===== config.mk =====
export PLATFORM = sky130hd
export DESIGN_NAME = game_ctrl
export DESIGN_NICKNAME = d
export VERILOG_FILES = /design/src/rtl/game_ctrl.sv
export SDC_FILE = /design/constraint.sdc
export NUM_CORES = 1
export LEC_CHECK = 0
export ABC_AREA = 1
export ABC_CLOCK_PERIOD_IN_PS = 1500
export BUFFER_PORTS_ARGS = -buffer_cell sky130_fd_sc_hd__buf_4
export CORE_ASPECT_RATIO = 0.9
export CORE_MARGIN = 1
export CORE_UTILIZATION = 49
export CTS_CLUSTER_SIZE = 25
export DETAILED_ROUTE_END_ITERATION = 6
export GPL_TIMING_DRIVEN = 0
export PLACE_DENSITY_LB_ADDON = 0.3
export SLEW_MARGIN = 20
export SYNTH_ARGS = -nofsm -noshare
export SYNTH_HDL_FRONTEND = slang
export SYNTH_SLANG_ARGS = --single-unit

===== constraint.sdc =====
create_clock -name frame_clk -period 1.5 [get_ports frame_clk]
set_clock_uncertainty 0.05 [all_clocks]
set_input_delay 0.15 -clock frame_clk [delete_from_list [all_inputs] [get_ports frame_clk]]
set_output_delay 0.15 -clock frame_clk [all_outputs]
set_load 0.005 [all_outputs]

===== src/rtl/game_ctrl.sv =====
// Game sequencer for a two-player ball game: serve delay, goal detection,
// scoring, rally counting and game-over handling. One clock edge per frame.
module game_ctrl #(
  parameter int SERVE_DELAY = 60,
  parameter int WIN_SCORE   = 7,
  parameter int X_MIN       = 0,
  parameter int X_MAX       = 639
) (
  input  logic       frame_clk,
  input  logic       Reset,
  input  logic       start,
  input  logic [9:0] BallX,
  input  logic [9:0] BallY,
  input  logic [9:0] BallS,
  input  logic       hit,
  output logic       ball_rst,
  output logic [3:0] score_l,
  output logic [3:0] score_r,
  output logic [7:0] rally,
  output logic [2:0] state,
  output logic       game_over,
  output logic       winner
);

  typedef enum logic [2:0] {
    IDLE      = 3'd0,
    SERVE     = 3'd1,
    PLAY      = 3'd2,
    SCORED    = 3'd3,
    GAME_OVER = 3'd4
  } state_t;

  localparam int             DW         = $clog2(SERVE_DELAY + 1);
  localparam logic [DW-1:0]  DELAY_LAST = DW'(SERVE_DELAY - 1);
  localparam logic [3:0]     WIN        = 4'(WIN_SCORE);
  localparam logic [10:0]    XMIN11     = 11'(X_MIN);
  localparam logic [10:0]    XMAX11     = 11'(X_MAX);

  state_t        state_q, state_d;
  logic          start_q;
  logic          armed;
  logic [DW-1:0] delay_q, delay_d;
  logic [3:0]    score_l_d, score_r_d;
  logic [7:0]    rally_d;
  logic          winner_d;
  logic          scorer_q, scorer_d;   // 1 = right player scored

  logic          start_rise;
  logic          go_cmd;
  logic          goal_l, goal_r;
  logic [3:0]    inc_l, inc_r;
  logic          ball_y_unused;

  assign ball_y_unused = ^BallY;

  assign start_rise = start & ~start_q;
  // armed stays low after reset until start is seen low, so a key held
  // through reset release cannot look like a fresh press.
  assign go_cmd     = start_rise & armed;

  // Goal tests widened to 11 bits so BallX < BallS cannot wrap.
  assign goal_l = ({1'b0, BallX} <= (XMIN11 + {1'b0, BallS}));
  assign goal_r = (({1'b0, BallX} + {1'b0, BallS}) >= XMAX11);

  assign inc_l = (score_l < WIN) ? score_l + 4'd1 : score_l;
  assign inc_r = (score_r < WIN) ? score_r + 4'd1 : score_r;

  assign state     = state_q;
  assign ball_rst  = (state_q != PLAY);
  assign game_over = (state_q == GAME_OVER);

  // State register and datapath registers.
  always_ff @(posedge frame_clk or posedge Reset) begin
    if (Reset) begin
      state_q  <= IDLE;
      start_q  <= 1'b0;
      armed    <= 1'b0;
      delay_q  <= '0;
      score_l  <= '0;
      score_r  <= '0;
      rally    <= '0;
      winner   <= 1'b0;
      scorer_q <= 1'b0;
    end else begin
      state_q  <= state_d;
      start_q  <= start;
      armed    <= armed | ~start;
      delay_q  <= delay_d;
      score_l  <= score_l_d;
      score_r  <= score_r_d;
      rally    <= rally_d;
      winner   <= winner_d;
      scorer_q <= scorer_d;
    end
  end

  // Next-state and next-value logic.
  always_comb begin
    state_d   = state_q;
    delay_d   = delay_q;
    score_l_d = score_l;
    score_r_d = score_r;
    rally_d   = rally;
    winner_d  = winner;
    scorer_d  = scorer_q;
    case (state_q)
      IDLE, GAME_OVER: begin
        if (go_cmd) begin
          score_l_d = '0;
          score_r_d = '0;
          rally_d   = '0;
          delay_d   = '0;
          state_d   = SERVE;
        end
      end
      SERVE: begin
        if (delay_q == DELAY_LAST) begin
          delay_d = '0;
          state_d = PLAY;
        end else begin
          delay_d = delay_q + 1'b1;
        end
      end
      PLAY: begin
        if (hit && (rally != 8'hFF)) rally_d = rally + 8'd1;
        if (goal_l) begin
          scorer_d = 1'b1;
          state_d  = SCORED;
        end else if (goal_r) begin
          scorer_d = 1'b0;
          state_d  = SCORED;
        end
      end
      SCORED: begin
        rally_d = '0;
        delay_d = '0;
        state_d = SERVE;
        if (scorer_q) begin
          score_r_d = inc_r;
          if (inc_r == WIN) begin
            winner_d = 1'b1;
            state_d  = GAME_OVER;
          end
        end else begin
          score_l_d = inc_l;
          if (inc_l == WIN) begin
            winner_d = 1'b0;
            state_d  = GAME_OVER;
          end
        end
      end
      default: state_d = IDLE;
    endcase
  end

endmodule


==> impl_metrics.json, run 1 <==
{
  "status": "finished with violations",
  "violations": "negative setup slack",
  "synth-seq-cells": 29,
  "total_leakage_power_uw": 0.00175,
  "drtPass1Iterations": 4,
  "wl_per_cell_um": 12.8,
  "yosysUniqueCellTypes": 35,
  "dieArea_mm2": 0.00524,
  "p_sw_share_pct": 42.7,
  "clk_pin_slew_ns": 0.07,
  "pwr-share-comb_pct": 56.4,
  "fmax_mhz": 606,
  "dp_hpwl_um": 3920,
  "core-area_mm2": 0.00460,
  "track_usage_pct": 22.3,
  "hold_viol": 0,
  "cts.sinks": 29,
  "wl_um": 6160,
  "p_clk_share_pct": 17.2,
  "cp.arrival_ns": 1.78,
  "drc": 0,
  "power_density_mw_per_mm2": 1260,
  "rsz0062_at_grt": "yes",
  "cts_inserted_buffers": 5,
  "drt_iter0_drc": 101,
  "die_w_um": 76.2,
  "relSlewSlack_pct": 58.2,
  "cts_tree": "yes",
  "rows": 23,
  "cp-endpoint": "scorer_q",
  "antennaDiodeCount": 0,
  "gr-total-overflow": 0,
  "worstSkewPairLatency_ns": 0.28,
  "antenna_found_initial": 0,
  "finalWorstSetupSlack_ns": -0.150,
  "grt_start_max_net_pins": 30,
  "cp_max_fo": 2,
  "startpoint": "BallS[0]",
  "required_ns": 1.63,
  "fin_crit_sh_pct": 110,
  "place_area_mm2": 0.00286,
  "grt_pass1_wl_um": 9410,
  "ir_worst_vdd_uv": 672,
  "power_switching_uw": 1810,
  "final_layout_size_suffix_gt1_share_pct": 36.7,
  "final_cell_mix": "68 x nand2_1, 68 x buf_4, 48 x inv_1, 28 x dfrtp_1, 25 x nand3_1",
  "cts_buffer_depth": 2,
  "seq_area_frac_synth_pct": 29.9,
  "yosys_warnings": 0,
  "hp-class": "in2reg",
  "syn-cell-area_mm2": 0.00243,
  "end_kind": "flop",
  "p_seq_share_pct": 26.3,
  "finalSetupViolCount": 19,
  "grt_pass1_vias": 2276,
  "start_util_pct": 52.7,
  "r2r_end": "rally[6]",
  "cts_root_buf": "clkbuf_8",
  "place.gp.congestion": 0.883,
  "area_delta_synth_final_pct": 37.7,
  "finalNetCount": 478,
  "postRouteAntennaNets": 0,
  "num_io_pins": 56,
  "r2r_slack_ns": -0.15,
  "dieHeight_um": 68.8,
  "path_class": "in2reg",
  "holdWs_ns": 0.0100,
  "p_int_uw": 2420,
  "maxSlewViolCount": 0,
  "final_cell_area_mm2": 0.00334,
  "htreeDepth": 2,
  "tns_ns": -1.42,
  "synth_area_per_cell_um2": 7.21,
  "synth_nets": 396,
  "fin_crit_ns": 1.65,
  "worst_setup_path_start_kind": "primary input",
  "portBuffers": 45,
  "drt-vias-per-instance": 5.04,
  "reg2reg_from": "rally[1]",
  "max_cap_violations": 0,
  "ff2ff_path_depth": 9,
  "syn_inst": 337,
  "vias": 2431,
  "tightest_slew_ns": 0.626
}
-- how the worst min path moves through the flow --
| stage | from | slack (ns) | end | depth (start not counted) |
|---|---|---|---|---|
| CTS | start | 0.005 | armed | 2 |
| global route | start | 0.03 | armed | 2 |
| finish | start | 0.01 | armed | 2 |
| detailed placement | start | 0.24 | start_q | 1 |
| floorplan | start | 0.13 | start_q | 0 |
| global placement | start | 0.24 | start_q | 1 |
-- cell type report --
cell class | count | area [um2]
fill | 336 | 1260
timing repair buffer | 75 | 591
multi-input combinational | 244 | 1610
clock inverter | 1 | 5.00
sequential | 29 | 727
tap | 62 | 77.6
clock buffer | 7 | 96.3
inverter | 64 | 243
-- metal layers --
metal,vias up,part of all wire (%),GRT usage [%]
met2,56,52,42.5
li1,1247,-,-
met5,-,0,0
met1,1120,44,26.3
met3,8,3.1,3.68
met4,0,1.3,7.21
-- flip-flops by register name, indices dropped and copies added (netlist names) --
register / cells
delay_q: 6
start_q: 1
scorer_q: 1
score_l: 4
state: 3
score_r: 4
rally: 8
armed: 1
winner: 1
-- Yosys cell counts (all sizes together) --
cell type	n	share of area (%)
nand3b	1	0.46
o31ai	2	0.62
xor2	5	1.8
nor3	8	1.9
o21a	1	0.31
and2	1	0.26
ha	24	12
a21oi	15	3.7
a21o	1	0.31
o22ai	1	0.26
inv	63	9.7
clkinv	1	0.15
nand2	83	14
o211ai	1	0.31
o21ai	19	4.1
a31oi	1	0.26
xnor2	2	0.72
dfrtp	29	30
a22o	1	0.36
nor2	39	9.2
fa	1	0.82
o21bai	2	0.62
nand4	7	1.8
nand3	29	6.4
-- cell families after synthesis --
kind of cell | after synthesis | share of synthesized area [%]
AOI/OAI and AO/OA | 44 | 10.8
and+or+nand+nor | 168 | 33.7
xor gates and xnor gates | 7 | 2.52
DFF | 29 | 29.9
adders and majority gates | 25 | 13.2
buffers and inverters | 64 | 9.89
-- per-stage QoR --
step | total power (uW) | util, % | std cells | setup WS, ns
2_1_floorplan | 2300 | - | 337 | -0.167
3_3_place_gp | 2780 | 62.2 | 444 | -0.423
3_5_place_dp | 2810 | 62.2 | 444 | -0.471
4_1_cts | 3800 | 68.7 | 472 | -0.117
5_1_grt | 4510 | 72.6 | 482 | -0.259
6_report | 4230 | 72.6 | 482 | -0.150
-- worst max-delay path: stages --
cell and delay [ns]:
buf_8 0.10, ha_4 0.15, inv_2 0.05, fa_2 0.42, nor2_1 0.10, o21ai_1 0.08, nor2_1 0.10, nand3_1 0.08
nor2_1 0.10, nand3_1 0.09, nand2_1 0.08, nand2_2 0.06, nand2_2 0.08, nand2_1 0.05, nand2_1 0.06, nand2_1 0.05
-- power groups by stage --
stage               Sequential, uW  Combinational, uW  Clock (uW)
floorplan                     1100               1200           0
global placement              1120               1660           0
detailed placement            1120               1690           0
CTS                           1090               1980         733
global route                  1130               2620         761
finish                        1110               2380         728
-- repair_timing --
item	in CTS	in global routing
setup endpoints to repair	19	27
pin swaps	22	10
setup buffers	19	11
hold buffers	1	1
gates resized for setup	17	28
gates cloned	0	0
endpoints found under the hold margin	1	29
No activity file was read; power rests on OpenSTA's default activity.
==> inputs of run 2 (changes only) <==
--- a/config.mk
+++ b/config.mk
@@ -6,7 +6,7 @@
 export NUM_CORES = 1
 export LEC_CHECK = 0
 export ABC_AREA = 1
-export ABC_CLOCK_PERIOD_IN_PS = 1500
+export ABC_CLOCK_PERIOD_IN_PS = 1800
 export BUFFER_PORTS_ARGS = -buffer_cell sky130_fd_sc_hd__buf_4
 export CORE_ASPECT_RATIO = 0.9
 export CORE_MARGIN = 1
==> constraint.sdc (replaced) <==
create_clock -name frame_clk -period 1.8 [get_ports frame_clk]
set_clock_uncertainty 0.05 [all_clocks]
set_input_delay 0.18 -clock frame_clk [delete_from_list [all_inputs] [get_ports frame_clk]]
set_output_delay 0.18 -clock frame_clk [all_outputs]
set_load 0.005 [all_outputs]
==> run 2 against run 1 <==
Against the previous run:
- first-iteration DRC count fell by 35%
- sequential share of layout area rose by 2.2 points
- critical endpoint is now state[0]
- wire length fell by 15%
- the run now ends clean
- sequential power fell by 16%
- non-clock buffer count fell by 24
- clock-buffer cell count rose by 1
- setup slack improved by 0.24 ns
- critical path depth fell by 6
- sequential cell count did not move
==> impl_metrics.json, run 2 (synthesis results as in run 1) <==
{
  "relSlewSlack_pct": 59.6,
  "cts_inserted_buffers": 5,
  "dieHeight_um": 68.8,
  "drt_iter0_drc": 66,
  "maxSlewViolCount": 0,
  "vias": 2322,
  "antenna_found_initial": 0,
  "die_w_um": 76.2,
  "grt_pass1_wl_um": 8870,
  "grt_pass1_vias": 2108,
  "holdWs_ns": 0.261,
  "required_ns": 1.96,
  "finalNetCount": 454,
  "largestRegisters": "rally (8), delay_q (6)",
  "place.gp.congestion": 0.823,
  "drt-vias-per-instance": 5.07,
  "area_delta_synth_final_pct": 24.8,
  "max_cap_violations": 0,
  "tightest_slew_ns": 0.606,
  "start_util_pct": 52.7,
  "wl_met2_um": 2460,
  "final_common_cell": "nand2_1",
  "final_cell_mix": "73 x nand2_1, 47 x inv_1, 47 x buf_4, 29 x dfrtp_1, 27 x nand3_1",
  "end_kind": "flop",
  "largest_register": "rally",
  "cp_max_fo": 3,
  "portBuffers": 45,
  "hp-class": "in2reg",
  "finalWorstSetupSlack_ns": 0.0861,
  "ir_worst_vdd_uv": 425,
  "cts.sinks": 29,
  "wl_um": 5250,
  "final_layout_size_suffix_gt1_share_pct": 27.3,
  "status": "completed",
  "core-area_mm2": 0.00460,
  "dieArea_mm2": 0.00524,
  "dp_hpwl_um": 4090,
  "wl_met1_um": 2520,
  "power_density_mw_per_mm2": 971,
  "place_ws_ns": -0.233,
  "grt_start_max_net_pins": 30,
  "antennaDiodeCount": 0,
  "worst_setup_path_start_kind": "flop",
  "track_usage_pct": 21.3,
  "gr-total-overflow": 0,
  "finalSetupViolCount": 0,
  "rows": 23,
  "fin_crit_sh_pct": 95.2,
  "cts_buffer_depth": 2,
  "fmax_mhz": 583,
  "wl_met3_um": 196,
  "rsz0062_at_grt": "yes",
  "htreeDepth": 2,
  "drc": 0,
  "worstSkewPairLatency_ns": 0.27,
  "routed.top_layer": "met4",
  "tns_ns": 0,
  "cts_root_buf": "clkbuf_8",
  "path_class": "reg2reg",
  "hold_viol": 0,
  "postRouteAntennaNets": 0,
  "cp.arrival_ns": 1.88,
  "num_io_pins": 56,
  "drtPass1Iterations": 4,
  "largest_reg_flops": 8,
  "wl_per_cell_um": 11.5,
  "fin_crit_ns": 1.71,
  "total_leakage_power_uw": 0.00161,
  "cts_tree": "yes",
  "clk_pin_slew_ns": 0.06
}
-- run 2: power by group --
group          switching (uW)  internal [uW]
Clock                     228            274
Combinational             905            599
Sequential                145            791
-- run 2: per-layer routing --
layer  up-vias  GRT usage [%]
li1       1197              -
met5         -              0
met1      1069           26.6
met4         0           7.69
met2        47           37.6
met3         9           3.95
-- run 2: worst paths after layout --
check	start	end	slack, ns	cells after the start
hold reg to reg	armed	armed	0.41	2
max in group asynchronous	Reset	rally[0]	0.81	3
hold / removal	hit	rally[2]	0.26	5
min in group asynchronous	Reset	score_r[0]	0.48	3
setup reg to reg	score_r[0]	state[0]	0.09	10
setup / recovery	score_r[0]	state[0]	0.09	10
-- run 2: layout make-up --
type,count,area (um2)
Inverter,64,240
Tap cell,62,77.6
Clock buffer,8,80.1
Sequential cell,29,726
Multi-Input combinational cell,244,1510
Timing Repair Buffer,51,399
Fill cell,410,1570
-- run 2: worst max-delay path: stages (launching register included) --
cell      delay [ns]
dfrtp_1         0.41
ha_1            0.22
nand2_1         0.08
nand2_1         0.11
nor2_2          0.12
nor2_1          0.08
nand4_1         0.09
nand2_1         0.08
o211ai_1        0.22
nand3_1         0.11
nand2_1         0.07
-- run 2: through the flow --
step	power (uW)	cells	cell area, um2	util (%)
final	2940	458	3030	65.8
after global routing	3190	458	3030	65.8
after CTS	2880	454	2940	63.9
after detailed placement	2360	444	2840	61.8
after global placement	2320	444	2840	61.8
after floorplan	1910	337	2430	-
-- run 2: what timing repair did --
action / 4_1_cts / 5_1_grt
hold buffers: 2 / 0
resized for setup: 0 / 19
hold endpoints to repair: 30 / 0
buffers inserted: 0 / 4
setup endpoints to repair: 0 / 7
